$ cat src/rtl/mem_stage_lsu.sv
// Memory stage load/store unit: issues one data-memory access at a time, stalls the
// pipeline until it completes, then registers the instruction into MEM/WB.
// Optional MISALIGN_CHECK_EN adds a MisalignM output and blocks unaligned accesses.
module mem_stage_lsu #(
    parameter int DATA_WIDTH             = 32,
    parameter int REG_FILE_ADDRESS_WIDTH = 5
) (
    input  logic                              clk,
    input  logic                              rst_n,
    input  logic                              RegWriteM,
    input  logic [1:0]                        ResultSrcM,
    input  logic                              MemWriteM,
    input  logic [DATA_WIDTH-1:0]             ALUResultM,
    input  logic [DATA_WIDTH-1:0]             WriteDataM,
    input  logic [REG_FILE_ADDRESS_WIDTH-1:0] RdM,
    input  logic [DATA_WIDTH-1:0]             PCPlus4M,
    output logic                              StallM,
    output logic                              mem_req_valid,
    input  logic                              mem_req_ready,
    output logic                              mem_req_we,
    output logic [DATA_WIDTH-1:0]             mem_req_addr,
    output logic [DATA_WIDTH-1:0]             mem_req_wdata,
    input  logic                              mem_rsp_valid,
    input  logic [DATA_WIDTH-1:0]             mem_rsp_rdata,
`ifdef MISALIGN_CHECK_EN
    output logic                              MisalignM,
`endif
    output logic                              RegWriteW,
    output logic [1:0]                        ResultSrcW,
    output logic [DATA_WIDTH-1:0]             ALUResultW,
    output logic [DATA_WIDTH-1:0]             ReadDataW,
    output logic [REG_FILE_ADDRESS_WIDTH-1:0] RdW,
    output logic [DATA_WIDTH-1:0]             PCPlus4W
);

    typedef enum logic [1:0] {
        IDLE = 2'b00,
        REQ  = 2'b01,
        RSP  = 2'b10
    } state_t;

    state_t state_r;
    state_t state_nxt_s;
    logic   access_s;
    logic   is_load_s;
    logic   misalign_s;
    logic   req_valid_s;
    logic   stall_s;

    assign access_s  = MemWriteM | (ResultSrcM == 2'b01);
    assign is_load_s = (ResultSrcM == 2'b01) & ~MemWriteM;

`ifdef MISALIGN_CHECK_EN
    assign misalign_s = access_s & (ALUResultM[1:0] != 2'b00);
    assign MisalignM  = rst_n & misalign_s & (state_r == IDLE);
`else
    assign misalign_s = 1'b0;
`endif

    // Handshake outputs are forced low while reset is held
    assign mem_req_valid = rst_n & req_valid_s;
    assign StallM        = rst_n & stall_s;
    assign mem_req_we    = MemWriteM;
    assign mem_req_addr  = ALUResultM;
    assign mem_req_wdata = WriteDataM;

    // Next-state, request-valid and stall decode
    always_comb begin
        state_nxt_s = state_r;
        req_valid_s = 1'b0;
        stall_s     = 1'b0;
        case (state_r)
            IDLE: begin
                if (access_s && !misalign_s) begin
                    req_valid_s = 1'b1;
                    if (mem_req_ready) begin
                        if (is_load_s) begin
                            stall_s     = 1'b1;
                            state_nxt_s = RSP;
                        end else begin
                            stall_s     = 1'b0;
                        end
                    end else begin
                        stall_s     = 1'b1;
                        state_nxt_s = REQ;
                    end
                end else begin
                    stall_s = 1'b0;
                end
            end
            REQ: begin
                req_valid_s = 1'b1;
                if (mem_req_ready) begin
                    if (is_load_s) begin
                        stall_s     = 1'b1;
                        state_nxt_s = RSP;
                    end else begin
                        stall_s     = 1'b0;
                        state_nxt_s = IDLE;
                    end
                end else begin
                    stall_s = 1'b1;
                end
            end
            RSP: begin
                // Load data arrives here; no new request is issued until it does
                stall_s = ~mem_rsp_valid;
                if (mem_rsp_valid) begin
                    state_nxt_s = IDLE;
                end else begin
                    state_nxt_s = RSP;
                end
            end
            default: begin
                state_nxt_s = IDLE;
            end
        endcase
    end

    // FSM state register
    always_ff @(posedge clk or negedge rst_n) begin
        if (!rst_n) begin
            state_r <= IDLE;
        end else begin
            state_r <= state_nxt_s;
        end
    end

    // MEM/WB register: load on retire, insert a writeback bubble on stall
    always_ff @(posedge clk or negedge rst_n) begin
        if (!rst_n) begin
            RegWriteW  <= 1'b0;
            ResultSrcW <= 2'b00;
            ALUResultW <= '0;
            ReadDataW  <= '0;
            RdW        <= '0;
            PCPlus4W   <= '0;
        end else if (!stall_s) begin
            RegWriteW  <= RegWriteM & ~misalign_s;
            ResultSrcW <= ResultSrcM;
            ALUResultW <= ALUResultM;
            RdW        <= RdM;
            PCPlus4W   <= PCPlus4M;
            if (is_load_s && !misalign_s) begin
                ReadDataW <= mem_rsp_rdata;
            end else begin
                ReadDataW <= ReadDataW;
            end
        end else begin
            RegWriteW <= 1'b0;
        end
    end

endmodule

$ cat config.mk
export PLATFORM = sky130hd
export DESIGN_NAME = mem_stage_lsu
export DESIGN_NICKNAME = d
export VERILOG_FILES = /design/src/rtl/mem_stage_lsu.sv
export SDC_FILE = /design/constraint.sdc
export NUM_CORES = 1
export LEC_CHECK = 0
export ABC_AREA = 1
export BUFFER_PORTS_ARGS = -buffer_cell sky130_fd_sc_hd__buf_2
export CAP_MARGIN = 20
export CORE_AREA = 8 8 115 117
export DETAILED_ROUTE_END_ITERATION = 7
export DIE_AREA = 0 0 123 125
export GPL_TIMING_DRIVEN = 0
export PLACE_DENSITY = 0.91
export SLEW_MARGIN = 20
export SYNTH_ARGS = -nofsm -noshare
export SYNTH_HDL_FRONTEND = slang
export SYNTH_SLANG_ARGS = --single-unit
$ cat constraint.sdc
create_clock -name clk -period 2.65 [get_ports clk]
set_clock_uncertainty 0.1 [all_clocks]
set_input_delay 0.53 -clock clk [delete_from_list [all_inputs] [get_ports clk]]
set_output_delay 0.53 -clock clk [all_outputs]
set_load 0.01 [all_outputs]
# After elaboration in Yosys (flattened, before gate mapping)

Cells that the tools add are included.

Flip-flop bits (word level): 106
Word-level logic and storage cells: 37

Equality and inequality tests: 6
Mux-type cells: 14
Bitwise operators: 7
Reductions and logical operators: 3

Operator list:

| cell               | count |
|---|---|
| $mux 2             | 6 |
| $pmux 2 s3         | 1 |
| $mux 1             | 5 |
| $eq 2x1->1 const B | 2 |
| $ne 2x2->1 const B | 2 |
| $and 1x1->1        | 3 |
| $ne 3x3->1 const B | 1 |
| $not 1->1          | 3 |
| $pmux 1 s3         | 1 |
| $reduce_and 3->1   | 1 |
| $eq 2x2->1 const B | 1 |
| $logic_not 2->1    | 1 |
| $pmux 1 s2         | 1 |
| $reduce_and 2->1   | 1 |
| $or 1x1->1         | 1 |

# Longest topological paths before layout

Depth in word-level cells: 8
Gate-level depth with buffers: 8
Gate-level depth less buffers: 7

# Worst setup path before layout

OpenSTA, ideal clock, no wires.

Path type: input to output
Start: input ResultSrcM[1]
End: output StallM
Arrival time: 1,440 ps
Path slack: 580 ps
Stages on the path: 7
Path buffers: 2
Cells stage by stage: inv_1 nand3_1 nor2_1 nor2_4 buf_4 buf_4 a21oi_1

Word-level cells in the longest chain between the ends: 7

RTL lines:

| element         | RTL line | source |
|---|---|---|
| from (decl)     | 11       | `input logic [1:0] ResultSrcM,` |
| $eq 2x1->1 (*)  | 50, 51   |  |
| $and 1x1->1     | 51       | `assign is_load_s = (ResultSrcM == 2'b01) & ~MemWriteM;` |
| $mux 1          | 77, 94   |  |
| $mux 1          | 76       | `if (mem_req_ready) begin` |
| $mux 1          | 74       | `if (access_s && !misalign_s) begin` |
| $pmux 1 s3 (*)  | 72       | `case (state_r)` |
| $and 1x1->1 (*) | 62       | `assign StallM = rst_n & stall_s;` |
| to (decl)       | 17       | `output logic StallM,` |

Mark *: on every way between the ends. The rest lies on a longest branch, timed or not.

# Worst setup path in the final report

Start: register state_r[0]
End: output StallM

Word-level cells in the longest chain between the ends: 3

RTL lines:

| element                            | RTL line | source |
|---|---|---|
| from (decl)                        | 42       | `state_t state_r;` |
| from (signal assigned)             | 125      | `state_r <= state_nxt_s;` |
| $eq 2x2->1 (tied with other cells) | 72       |  |
| $pmux 1 s3 (*)                     | 72       |  |
| $and 1x1->1 (*)                    | 62       |  |

Marks and branches as above.

==> summary.txt <==
Run status
  – Status: completed

Clock tree
  – Clock latency on the worst-skew pair: between 0.3 and 0.4 ns
  – Clk slew on worst S/H paths: 0.07 ns
  – CTS Buf Count: 9
  – Cts hold-fix bufs: 0
  – CTS tree: done
  – Clock Path Buffers: 2
  – CTS HTree Levels: 3
  – TritonCTS sink count: ~110
  – Root buffer cell: clkbuf_16

Floorplan
  – I/O pin total: 312
  – Starting density of the core: 41.4%
  – Die ar.: roughly 15,000 µm²
  – Core footprint: about 12,000 µm²
  – Row count: 40
  – Die Ht: 125 µm
  – Die width: 123 µm

Placement
  – Placement Cell Area: 6420 µm²
  – IO Port Bufs: 279
  – Gp weighted congestion: between 0.8 and 0.9
  – Post-detail-place hpwl: 12.6 mm

STA
  – Unrepaired setup endpoints after global routing: no
  – Slew headroom: 65.4%
  – F_max: 397 MHz
  – Final hold violation count: 0
  – Tmin final: 2.52 ns
  – Worst Tran Pin Value: 0.519 ns
  – # setup viols final: 0
  – Fin. max-slew vios: 0
  – Tcrit/Tclk final: 94.9%

Flow run
  – Max-Cap Viols: 0

GRT
  – Gr usage total: 19.8%
  – Vias in the first global route: 4,722
  – Largest net degree at the start of global routing: 56
  – First-pass GRT wire length: 24.5 mm
  – Antenna violations before repair: 0
  – Grt total ovfl: 0

Finish
  – Post-layout util: 58.4%
  – Layout cells sized above 1: 46.7%
  – FF+latch area: between 2000 and 3000 µm²
  – Nets: 980
  – Fillers: around 1.1k
  – Antenna diodes: 0
  – Layout area overhead: 41.3%
  – Area occupied by multi-input gates: 1450 µm²
  – Finished Cell Area: about 6800 µm²

Route
  – DRC: 0
  – Vias per cell: 4.74
  – Iteration-0 DRC Markers: ~310
  – Vias post-DR: 4,694
  – Pre-Repair DR Iteration Count: 4
  – Wire length per cell: roughly 16 µm
  – Final ANT Viol Nets: 0
  – Routed WL: 15.8 mm

Pwr
  – Lkg Pwr: 4.03 nW
  – Worst VDD drop: 0.000503 V
  – Pwr/cell area: between 900 and 1000 nW/µm²

Setup path
  – Worst endpoint data arrival time: 1.89 ns
  – CP Launch Type: flip-flop
  – CP startpoint: state_r[0]
  – FF-to-FF End: PCPlus4W[11]
  – CP endpoint: StallM
  – Critical Setup Path Class: flip-flop to output port
  – R2r setup slk: slightly above 0.9 ns
  – Reg2reg path depth: 7
  – Worst-path fanout max: 10
  – Critical Path End Type: output port
  – Reg-to-Reg Start: state_r[0]
  – Req. time, crit path: 2.02 ns

Logic synthesis
  – Library cells used by synthesis: 15
  – Syn Nets: 689
  – Area leader, netlist: dfrtp_1
  – Seq cells post-synth: 106
  – Mapped Area: 4800 µm²
  – Post-synthesis cell count: 548
  – Register area share after synthesis: 55.2%
  – Post-synth top area share: a little under three fifths
  – Average size of a mapped cell: 8.76 µm²
  – Warnings from Yosys: 0
  – Dominant cells by area after synthesis: dfrtp_1 55%, nand2_1 17%, buf_4 11%

Min path
  – Worst hold path class: primary input to async pin
## through the flow
| step | hold WS, ns | total power [W] | setup slack (ns) | setup TNS [ns] | instances |
|---|---|---|---|---|---|
| final | 0.0446 | 0.00648 | 0.134 | 0 | 991 |
| after global routing | 0.0785 | 0.00691 | 0.0236 | 0 | 991 |
| after CTS | 0.0563 | 0.00655 | 0.0488 | 0 | 991 |
| after detailed placement | 0.354 | 0.00492 | 0.227 | 0 | 975 |
| after global placement | 0.349 | 0.00482 | -0.852 | -25.03 | 974 |
| after floorplan | 0.134 | 0.00376 | 0.580 | 0 | 548 |
## routing by layer
layer	share of wire, %	track usage (%)	routed length, µm
met1	36	22.5	5730
met2	52	35.3	8270
met3	9.8	5.18	1550
met4	1.4	5.88	219
met5	0	0	0
## report_power, final
| group | switching (W) | internal [W] | leakage (nW) |
|---|---|---|---|
| clock | 0.000575 | 0.00104 | 0.180 |
| combinational | 0.00142 | 0.000921 | 2.55 |
| sequential | 0.000321 | 0.00220 | 1.30 |
| total | 0.00232 | 0.00417 | 4.03 |
## sequential cells by signal, summed over array words and instances (netlist names)
signal and count:
ReadDataW 32, ResultSrcW 2, state_r 2, ALUResultW 32, RegWriteW 1, PCPlus4W 32, RdW 5
## worst min path at each step
stage	to	start	slack [ns]
final	PCPlus4W[26]	rst_n	0.04
after global routing	RdW[2]	rst_n	0.08
after CTS	PCPlus4W[26]	rst_n	0.06
after detailed placement	ALUResultW[19]	ALUResultW[19]	0.35
after global placement	PCPlus4W[29]	PCPlus4W[29]	0.35
after floorplan	ALUResultW[0]	rst_n	0.13
## cells in the mapped netlist, drive strengths merged
| cell | instances |
|---|---|
| nand2 | 214 |
| dfrtp | 106 |
| buf | 94 |
| nand3 | 75 |
| nand4 | 32 |
| inv | 9 |
| nor2 | 7 |
| clkbuf | 6 |
| o21ai | 3 |
| a21oi | 2 |
## area by class of cell
type / instances / share of cell area [%]
timing repair buffer: 280 / 21.1
inverter: 9 / 0.498
sequential: 106 / 39.1
clock inverter: 5 / 1.84
multi-input combinational: 333 / 21.3
clock buffer: 11 / 3.58
tap: 147 / 2.71
buffer: 100 / 9.88
## worst max-delay path: stages (launching register included)
cell,delay [ns]
dfrtp_1,0.44
nor2_2,0.16
nand3_2,0.17
buf_2,0.26
buf_2,0.22
a21oi_1,0.16
buf_2,0.15
## cells by family after synthesis
| kind of cell | Yosys count | share of synthesized area [%] |
|---|---|---|
| buf+inv | 109 | 14.7 |
| compound gates | 5 | 0.521 |
| simple gates | 328 | 29.6 |
| flops | 106 | 55.2 |
## layout by cell type (no fill, tap or decap)
cell,Yosys,layout
nor2_1,6,5
nand4_1,32,32
a21oi_1,2,2
nand2_1,213,213
buf_16,0,1
clkbuf_16,0,9
buf_6,0,1
inv_2,1,1
nand3_1,74,74
nor2_4,1,1
dfrtp_1,106,106
buf_4,71,71
nand2_2,1,1
clkbuf_1,6,7
bufinv_16,0,4
clkinv_2,0,1
buf_2,23,301
nand3_2,1,1
nor2_2,0,1
clkbuf_8,0,1
o21ai_0,3,3
inv_1,8,8
## timing repair
item / CTS / global route
endpoints found under the setup margin: 0 / 1
buffers inserted: 0 / 0
gates resized for setup: 0 / 1
(Power assumes the default switching activity.)
